===== config.mk =====
export PLATFORM = sky130hd
export DESIGN_NAME = interp_block_sequencer
export DESIGN_NICKNAME = d
export VERILOG_FILES = /design/src/rtl/interp_seq_pkg.sv /design/src/rtl/seq_delay_line.sv /design/src/rtl/interp_block_sequencer.sv
export SDC_FILE = /design/constraint.sdc
export NUM_CORES = 1
export LEC_CHECK = 0
export BUFFER_PORTS_ARGS = -buffer_cell sky130_fd_sc_hd__buf_2
export CAP_MARGIN = 40
export CELL_PAD_IN_SITES_DETAIL_PLACEMENT = 1
export CELL_PAD_IN_SITES_GLOBAL_PLACEMENT = 2
export CORE_MARGIN = 10
export CORE_UTILIZATION = 38
export CTS_BUF_LIST = sky130_fd_sc_hd__clkbuf_8
export CTS_CLUSTER_DIAMETER = 30
export CTS_CLUSTER_SIZE = 10
export DETAILED_ROUTE_END_ITERATION = 8
export PLACE_DENSITY = 0.88
export RECOVER_POWER = 25
export SYNTH_ARGS = -nofsm -noshare
export SYNTH_HDL_FRONTEND = slang
export SYNTH_HIERARCHICAL = 1
export SYNTH_SLANG_ARGS = --single-unit

===== constraint.sdc =====
create_clock -name clk -period 2.34 [get_ports clk]
set_clock_uncertainty 0.2 [all_clocks]
set_input_delay 0.234 -clock clk [delete_from_list [all_inputs] [get_ports clk]]
set_output_delay 0.234 -clock clk [all_outputs]
set_load 0.05 [all_outputs]

===== src/rtl/interp_seq_pkg.sv =====
// rtl/interp_seq_pkg.sv - shared constants and state type for the interpolation block sequencer
package interp_seq_pkg;

  localparam int BLK         = 8;
  localparam int TAPS        = 8;
  localparam int ROWS_IN     = BLK + TAPS - 1;
  localparam int FIR_LAT_DEF = 2;

  localparam int RCNT_W = 4;
  localparam int VSEL_W = 3;
  localparam int DCNT_W = 4;

  typedef enum logic [2:0] {
    S_IDLE,
    S_FILL,
    S_VERT,
    S_DRAIN,
    S_DONE
  } seq_state_e;

endpackage


===== src/rtl/seq_delay_line.sv =====
// rtl/seq_delay_line.sv - LAT-deep {valid, tag} register chain matching the FIR pipeline latency
module seq_delay_line
  import interp_seq_pkg::*;
#(
  parameter int LAT = FIR_LAT_DEF
) (
  input  logic              clk,
  input  logic              rst,
  input  logic              in_valid_i,
  input  logic [VSEL_W-1:0] in_tag_i,
  output logic              out_valid_o,
  output logic [VSEL_W-1:0] out_tag_o,
  output logic              pend_o
);

  logic [LAT-1:0]    valid_q;
  logic [VSEL_W-1:0] tag_q [LAT];

  // Tags are zeroed when not valid so an idle chain presents all-zero outputs.
  always_ff @(posedge clk) begin
    if (rst) begin
      valid_q <= '0;
      for (int i = 0; i < LAT; i++) tag_q[i] <= '0;
    end else begin
      valid_q[0] <= in_valid_i;
      tag_q[0]   <= in_valid_i ? in_tag_i : '0;
      for (int i = 1; i < LAT; i++) begin
        valid_q[i] <= valid_q[i-1];
        tag_q[i]   <= tag_q[i-1];
      end
    end
  end

  assign out_valid_o = valid_q[LAT-1];
  assign out_tag_o   = tag_q[LAT-1];

  generate
    if (LAT > 1) begin : g_pend
      assign pend_o = |valid_q[LAT-2:0];
    end else begin : g_nopend
      assign pend_o = 1'b0;
    end
  endgenerate

endmodule


===== src/rtl/interp_block_sequencer.sv =====
// rtl/interp_block_sequencer.sv - handshaked fill/vertical/drain sequencer for the 8x8 interpolation datapath
module interp_block_sequencer #(
  parameter int BLK     = interp_seq_pkg::BLK,
  parameter int TAPS    = interp_seq_pkg::TAPS,
  parameter int FIR_LAT = interp_seq_pkg::FIR_LAT_DEF
) (
  input  logic       clk,
  input  logic       rst,
  input  logic       start,
  input  logic       row_valid,
  output logic       row_ready,
  output logic       load_in,
  output logic       phase,
  output logic [2:0] vsel,
  output logic       shift_h,
  output logic       out_valid,
  output logic [2:0] out_row,
  output logic       busy,
  output logic       done
);

  import interp_seq_pkg::*;

  localparam logic [RCNT_W-1:0] ROWS_IN_C  = RCNT_W'(BLK + TAPS - 1);
  localparam logic [VSEL_W-1:0] VSEL_LAST  = VSEL_W'(BLK - 1);
  localparam logic [DCNT_W-1:0] DRAIN_LAST = DCNT_W'(FIR_LAT - 1);

  seq_state_e        state_q;
  logic [RCNT_W-1:0] rcnt_q;
  logic [VSEL_W-1:0] vsel_q;
  logic [DCNT_W-1:0] dcnt_q;
  logic              phase_q;
  logic              busy_q;
  logic              done_q;

  logic              h_valid;
  logic              h_pend;
  logic [VSEL_W-1:0] h_tag_unused;
  logic              v_pend_unused;

  assign row_ready = (state_q == S_FILL) && (rcnt_q < ROWS_IN_C);
  assign load_in   = row_valid && row_ready;

  always_ff @(posedge clk) begin
    if (rst) begin
      state_q <= S_IDLE;
      rcnt_q  <= '0;
      vsel_q  <= '0;
      dcnt_q  <= '0;
      phase_q <= 1'b0;
      busy_q  <= 1'b0;
      done_q  <= 1'b0;
    end else begin
      done_q <= 1'b0;
      unique case (state_q)
        S_IDLE: begin
          if (start) begin
            state_q <= S_FILL;
            rcnt_q  <= '0;
            busy_q  <= 1'b1;
          end
        end
        S_FILL: begin
          if (load_in) rcnt_q <= rcnt_q + RCNT_W'(1);
          // Leave only once the last loaded row has come out of the horizontal FIR.
          if ((rcnt_q == ROWS_IN_C) && h_valid && !h_pend) begin
            state_q <= S_VERT;
            phase_q <= 1'b1;
            vsel_q  <= '0;
          end
        end
        S_VERT: begin
          if (vsel_q == VSEL_LAST) begin
            state_q <= S_DRAIN;
            dcnt_q  <= '0;
          end else begin
            vsel_q <= vsel_q + VSEL_W'(1);
          end
        end
        S_DRAIN: begin
          if (dcnt_q == DRAIN_LAST) begin
            state_q <= S_DONE;
            done_q  <= 1'b1;
            phase_q <= 1'b0;
            vsel_q  <= '0;
          end else begin
            dcnt_q <= dcnt_q + DCNT_W'(1);
          end
        end
        S_DONE: begin
          state_q <= S_IDLE;
          busy_q  <= 1'b0;
        end
        default: state_q <= S_IDLE;
      endcase
    end
  end

  seq_delay_line #(.LAT(FIR_LAT)) u_hchain (
    .clk        (clk),
    .rst        (rst),
    .in_valid_i (load_in),
    .in_tag_i   ('0),
    .out_valid_o(h_valid),
    .out_tag_o  (h_tag_unused),
    .pend_o     (h_pend)
  );

  seq_delay_line #(.LAT(FIR_LAT)) u_vchain (
    .clk        (clk),
    .rst        (rst),
    .in_valid_i (state_q == S_VERT),
    .in_tag_i   (vsel_q),
    .out_valid_o(out_valid),
    .out_tag_o  (out_row),
    .pend_o     (v_pend_unused)
  );

  assign shift_h = h_valid;
  assign phase   = phase_q;
  assign vsel    = vsel_q;
  assign busy    = busy_q;
  assign done    = done_q;

endmodule


# Yosys cells after proc, flatten, opt, wreduce, memory -nomap -nowiden
# Memory sizes are Yosys's and may differ from the RTL's.
# Cells that the tools add are included.
op_classes:
  addsub: 3
  order_cmp: 1
  eq_ne: 14
  muxes: 27
  n_bitwise: 3
  n_reduce_logical: 18
ops:
  columns: ["operator", "count"]
  rows:
  - ["$mux W3", 10]
  - ["$mux W4", 4]
  - ["$pmux W4 S2", 2]
  - ["$pmux W3 S4", 1]
  - ["$ne A2 B2 Y1 const B", 5]
  - ["$pmux W3 S3", 1]
  - ["$reduce_and A3 Y1", 3]
  - ["$add A4 B1 Y4 const B", 2]
  - ["$reduce_and A4 Y1", 2]
  - ["$reduce_bool A2 Y1", 4]
  - ["$mux W1", 7]
  - ["$eq A3 B2 Y1 const B", 2]
  - ["$eq A3 B3 Y1 const B", 2]
  - ["$eq A4 B1 Y1 const B", 1]
  - ["$eq A4 B4 Y1 const B", 1]
  - ["$logic_and A1 B1 Y1", 4]
  - ["$lt A4 B4 Y1 const B", 1]
  - ["$ne A2 B1 Y1 const B", 2]
  - ["$pmux W1 S2", 2]
  - ["$add A3 B1 Y3 const B", 1]
  - ["$eq A3 B1 Y1 const B", 1]
  - ["$logic_not A3 Y1", 1]
  - ["$reduce_bool A3 Y1", 1]
  - ["$or A1 B1 Y1", 2]
  - ["4 further kinds", 4]
word_totals:
  regBits: 21
  ram_bits: 6
  inputBits: 4
  output_inout_bits: 13
  wordCells: 76
  mem_count: 1
memory_table:
  columns: ["name", "words", "width", "rd", "rd_clocked_by_memory_dff", "wr", "line_no", "text"]
  rows:
  - ["u_vchain.tag_q", 2, 3, 2, 0, 2, "seq_delay_line.sv:17", "logic [VSEL_W-1:0] tag_q [LAT];"]

# Logic depth before layout (Yosys ltp)
# Gate-level depths: netlist (run 1).
logic_depth:
  ltp_word: 5
  depth_mapped: 7
  mapped_depth_nobuf: 6

# Cells and area by module
# Netlist (run 1), hierarchy kept.
modules_own_cells:
  columns: ["module", "n_inst", "cells_each", "area_each_um2"]
  rows:
  - ["interp_block_sequencer", 1, 110, 970.9]
  - ["seq_delay_line", 2, 19, 256.5]

# Worst setup path before layout (run 1)
# OpenSTA, ideal clock, no wires.
synth_timing:
  path_kind: "reg-to-reg"
  from: "register vsel_q[0], in the netlist vsel[0]"
  to: "register vsel_q[0], in the netlist vsel[0]"
  setup_ps: 145
  t_arrival_ps: 1667
  t_required_ps: 1995
  path_slack_ps: 328
  path_stages_with_launch: 7
  n_path_buf: 0
  cell_sequence: "dfxtp_1 > ha_1 > ha_1 > nand2b_1 > o211a_1 > o311ai_2 > o41ai_1"
synth_via:
  elab_chain_len: 3
synth_rtl:
  columns: ["element", "line_no", "text"]
  rows:
  - ["start, declared", "interp_block_sequencer.sv:30", "logic [VSEL_W-1:0] vsel_q;"]
  - ["start signal, assigned", "interp_block_sequencer.sv:77", "vsel_q <= vsel_q + VSEL_W'(1);"]
  - ["$add A3 B1 Y3 or $eq A3 B3 Y1 (tied branches)", "interp_block_sequencer.sv:77, interp_block_sequencer.sv:73", null]
  - ["$mux W3 or $ne A2 B2 Y1 (tied branches)", null, null]
  - ["$pmux W3 S3 or $reduce_and A4 Y1 (tied branches)", null, null]
# Several ways; a longest one is shown, not always the timed one. The select of a mux whose other input is x is not followed.
# A chain may end at the register's enable or synchronous reset.

# Worst setup path after layout (run 1)
layout_timing:
  from: "register state_q[0]"
  to: "output port load_in"
layout_via:
  elab_chain_len: 3
layout_rtl:
  columns: ["element", "line_no", "text"]
  rows:
  - ["start, declared", "interp_block_sequencer.sv:28", "seq_state_e state_q;"]
  - ["start signal, assigned", "interp_block_sequencer.sv:46", "state_q <= S_IDLE;"]
  - ["start signal, assigned", "interp_block_sequencer.sv:58", "state_q <= S_FILL;"]
  - ["start signal, assigned", "interp_block_sequencer.sv:67", "state_q <= S_VERT;"]
  - ["$eq A3 B1 Y1", "interp_block_sequencer.sv:41", "assign row_ready = (state_q == S_FILL) && (rcnt_q < ROWS_IN_C);"]
  - ["$logic_and A1 B1 Y1", "interp_block_sequencer.sv:41", null]
  - ["$logic_and A1 B1 Y1", "interp_block_sequencer.sv:42", "assign load_in = row_valid && row_ready;"]
  - ["end, declared", "interp_block_sequencer.sv:12", "output logic load_in,"]
# Every way passes these cells.

==> results of run 1 <==
-- worst max-delay path, cell delays in order (launching register included) --
cell     delay (ns)
dfxtp_1        0.54
nor3b_4        0.39
and3_1         0.24
buf_2          0.27
-- stage by stage --
stage	cell area [um^2]	utilization, %	cells
floorplan	1280	-	132
global placement	1360	41.3	184
detailed placement	1360	41.3	184
CTS	1400	42.7	188
global route	1400	42.7	188
finish	1400	42.7	188
-- cell usage in the layout (no fill, tap or decap), drive strengths merged --
cell,count
dfxtp,27
buf,10
a21oi,9
clkbuf,9
nand3,8
and2b,8
nor2,7
inv,6
a211oi,6
nand2,5
ha,5
and3b,4
and3,3
nand2b,3
o41ai,3
or3b,3
nor3b,3
o311ai,3
or3,2
mux2i,2
nor3,2
a31oi,2
o31ai,2
and2,2
nand3b,1
o211a,1
o211ai,1
nor2b,1
nand4b,1
nand4,1
o21ba,1
o21ai,1
-- path summary, 6_finish.rpt --
path,cells past startpoint,end,slack (ns)
setup reg to reg,4,dcnt_q[1]$_SDFFE_PP0P_,0.40
hold reg to reg,1,u_vchain/tag_q[0][3]$_SDFF_PP0_,0.26
setup / recovery,3,load_in,0.18
hold / removal,3,rcnt_q[3]$_SDFFE_PP0P_,0.08
-- routing by layer --
| metal | track usage (%) | up-vias |
|---|---|---|
| met5 | 0 | - |
| met4 | 3.76 | 0 |
| met3 | 2.73 | 4 |
| met2 | 13.7 | 18 |
| met1 | 13.0 | 489 |
| li1 | - | 493 |
-- state kept, by name (all words and copies together) (netlist names) --
register and flops:
done 1, phase 1, state_q 3, vsel 3, u_vchain/tag_q 6, u_hchain/valid_q 2, busy 1, dcnt_q 4
u_vchain/valid_q 2, rcnt_q 4
-- where the power goes --
part,leakage (uW),switching [uW],internal (uW)
logic,0.000335,40.5,19.2
registers,0.000218,7.22,465
clock network,0.0000269,139,117
total,0.000580,186,601
-- final cells by class --
type | count | area (um^2) | share of cell area, %
inverters | 5 | 18.8 | 1.34
repair buffers | 16 | 72.6 | 5.18
clock inverters | 1 | 3.75 | 0.268
multi-input cells | 90 | 667 | 47.6
well taps | 46 | 57.6 | 4.11
flip-flops and latches | 27 | 541 | 38.6
clock buffers | 3 | 41.3 | 2.95
==> flow_metrics.tcl, run 1 <==
set metrics [dict create \
    final_hold_viol_count 0 \
    cts_hold_buf 0 \
    highest_layer "met4" \
    wl_met2_mm 1.25 \
    whs_ns 0.0761 \
    fillers 401 \
    period_share_pct 92.1 \
    viasPerCell 5.34 \
    grt_pass1_vias 970 \
    drc 0 \
    worstPathRequired_ns 1.91 \
    path_clk_slew_ns 0.09 \
    holdCritStartpoint "row_valid" \
    synthCells 132 \
    area_growth_pct 9.37 \
    first_pass_iters 4 \
    insertion_delay_ns 0.27 \
    final_layout_size_suffix_gt1_share_pct 20.4 \
    cp-startpoint "state_q[0]$_SDFFE_PP0P_" \
    ant_nets 0 \
    num_rows 21 \
    vias 1004 \
    initial_utilization_pct 39.0 \
    die_w_um 78.1 \
    wl_met1_mm 1.33 \
    drv_slew 0 \
    drtIter0Drc 87 \
    syn_area_per_cell_um2 9.71 \
    status "finished, final reports clean" \
    crit_path_end_kind "output port" \
    io_pins 17 \
    postCtsSetupBuffers 0 \
    power.total_uw 788 \
    port_buffers 16 \
    routed_wl_mm 2.76 \
    numCtsBuffers 3 \
    grt_pass1_wl_mm 4.77 \
    grt_max_degree 26 \
    fmax_mhz 464 \
    wl_met3_um 145 \
    relSlewSlack_pct 34.7 \
    gp_congestion 0.781 \
    arrival_ns 1.72 \
    cp-start-kind "flop" \
    setup_slack_ns 0.184 \
    yosys_warnings 6 \
    vdd_drop_max_uv 180 \
    wl_per_cell_um 14.7 \
    rsz0062_at_grt "no" \
    cts_resized 0 \
    worstReg2RegStart "state_q[1]$_SDFFE_PP0P_" \
    worstMarginPinSlew_ns 0.979 \
    antenna_found_initial 0 \
    netlist_area_mm2 0.00128 \
    power_density_mw_per_mm2 562 \
    syn_nets 141 \
    fp.dieArea_mm2 0.00609 \
    hp-class "primary input to flop" \
    core_area_mm2 0.00328 \
    num_antenna_cells 0 \
    place_ws_ns 0.396 \
    dpl.hpwl_mm 2.04 \
    drv_cap 0 \
    crit_type "flop to output port" \
    final_nets 152 \
    cts_tree "done" \
    p_leak_uw 0.000580 \
    period_needed_ns 2.16 \
    grt_use_total_pct 9.52 \
    die_h_um 78.1 \
    ctsRootBufferMaster "clkbuf_8" \
    grt-ovfl-total 0 \
    clock-sinks 27 \
    clock_path_buffers 2 \
    crit_fanout 12 \
    setup_viol 0 \
    htreeDepth 1 \
    tns_ns 0 \
]
Power figures use the tool's default switching activity.
==> run 2, diff against run 1 <==
Settings changed: CORE_MARGIN 10 to 1.5.
==> run 2 against run 1 <==
Against the previous run: routed wire length is 1.9% higher; via count is 1.4% lower; global-route usage is 8.4 points higher; final cell count is 1.1% lower; cell area hardly changed; critical path type unchanged; highest routed layer unchanged.
==> flow_metrics.tcl, run 2 (synthesis gave the netlist of run 1 again) <==
set metrics [dict create \
    drv_slew 0 \
    first_pass_iters 4 \
    grt-ovfl-total 0 \
    holdCritStartpoint "row_valid" \
    htreeDepth 1 \
    vdd_drop_max_uv 290 \
    fillers 376 \
    worstReg2RegStart "vsel[0]$_SDFFE_PP0P_" \
    port_buffers 16 \
    status "finished, final reports clean" \
    layout_common_cells "27 x dfxtp_1, 10 x buf_2, 9 x a21oi_1" \
    relSlewSlack_pct 34.4 \
    worstPathRequired_ns 1.91 \
    die_w_um 61.1 \
    io_pins 17 \
    insertion_delay_ns 0.27 \
    holdPathStages 3 \
    clock_path_buffers 2 \
    min_to "rcnt_q[3]$_SDFFE_PP0P_" \
    path_clk_slew_ns 0.09 \
    num_rows 20 \
    numCtsBuffers 3 \
    cts_hold_buf 0 \
    drv_cap 0 \
    finalNonFillerCells 186 \
    largest_register_ffs 6 \
    power_density_mw_per_mm2 571 \
    drtIter0Drc 24 \
    fp.dieArea_mm2 0.00373 \
    grt_pass1_vias 1025 \
    top_regs "u_vchain/tag_q (6), dcnt_q (4), rcnt_q (4)" \
    ctsRootBufferMaster "clkbuf_8" \
    ff2ff_path_depth 6 \
    cts_tree "done" \
    largest-register "u_vchain/tag_q" \
    gp_congestion 0.717 \
    r2r-end "vsel[0]$_SDFFE_PP0P_" \
    arrival_ns 1.71 \
    rsz0062_at_grt "no" \
    final_layout_size_suffix_gt1_share_pct 21.1 \
    p_leak_uw 0.000574 \
    final_nets 152 \
    core_area_mm2 0.00313 \
    crit_fanout 12 \
    die_h_um 61.1 \
    grt_max_degree 26 \
    period_needed_ns 2.15 \
    drc 0 \
    final_hold_viol_count 0 \
    cp-start-kind "flop" \
    period_share_pct 91.8 \
    initial_utilization_pct 41.0 \
    crit_path_end_kind "output port" \
    wl_per_cell_um 15.1 \
    hp-class "primary input to flop" \
    viasPerCell 5.32 \
    mostFrequentLayoutCell "dfxtp_1" \
    fmax_mhz 465 \
    antenna_found_initial 0 \
    dp.cells 182 \
    num_antenna_cells 0 \
    vias 990 \
    area_growth_pct 9.47 \
    routed_wl_mm 2.81 \
    grt_pass1_wl_mm 4.88 \
    tns_ns 0 \
    crit_type "flop to output port" \
    worstMarginPinSlew_ns 0.985 \
    dpl.hpwl_mm 2.06 \
    ant_nets 0 \
    grt_use_total_pct 17.9 \
    r2r_slack_ns 0.29 \
    setup_viol 0 \
    clock-sinks 27 \
]
[run 2: changes by cell type in the layout (fill, tap and decap cells not counted), sizes merged]
cell | before | now
inv | 6 | 5
clkinvlp | 0 | 1
[run 2: worst max path at each step]
stage,from,endpoint,slack [ns]
2_1_floorplan,vsel[0]$_SDFFE_PP0P_,vsel[0]$_SDFFE_PP0P_,0.33
3_3_place_gp,state_q[0]$_SDFFE_PP0P_,load_in,0.41
3_5_place_dp,vsel[0]$_SDFFE_PP0P_,vsel[0]$_SDFFE_PP0P_,0.38
4_1_cts,state_q[0]$_SDFFE_PP0P_,load_in,0.10
5_1_grt,state_q[0]$_SDFFE_PP0P_,load_in,0.08
6_report,state_q[0]$_SDFFE_PP0P_,load_in,0.19
[run 2: layout make-up]
type	count	area (um^2)	share of cell area, %
tap	44	55.1	3.93
multi-input combinational	90	667	47.5
clock buffer	3	41.3	2.94
sequential	27	541	38.5
inverter	5	18.8	1.34
clock inverter	1	7.51	0.535
timing repair buffer	16	72.6	5.17
[run 2: worst max-delay path, cell delays in order, from the launching register on]
cell and delay, ns:
dfxtp_1 0.53, nor3b_4 0.37, and3_1 0.26, buf_2 0.28
[run 2: what timing repair did]
action,4_1_cts,5_1_grt
endpoints found under the setup margin,0,1
gates resized for setup,0,1
buffers inserted,0,0
[run 2: where the power goes]
group | switching (uW) | internal [uW] | total [uW]
combinational | 40.8 | 19.7 | 60.5
clock | 147 | 121 | 268
sequential | 7.19 | 465 | 472
total | 195 | 605 | 801
[run 2: through the flow]
| stage | power, uW | instance area [um^2] | setup slack [ns] | hold WS [ns] | utilization (%) |
|---|---|---|---|---|---|
| after floorplan | 524 | 1280 | 0.328 | 0.136 | - |
| after global placement | 540 | 1360 | 0.408 | 0.230 | 43.3 |
| after detailed placement | 542 | 1360 | 0.376 | 0.245 | 43.3 |
| after CTS | 808 | 1400 | 0.103 | 0.0607 | 44.9 |
| after global routing | 841 | 1400 | 0.0835 | 0.0769 | 44.8 |
| final | 801 | 1400 | 0.191 | 0.0638 | 44.8 |
[run 2: metal layers]
metal	up-vias	wire (um)	GRT usage, %
met5	-	0	0
met4	0	45	5.59
met3	6	78	3.78
met2	14	1420	30.2
met1	478	1270	22.9
li1	492	-	-
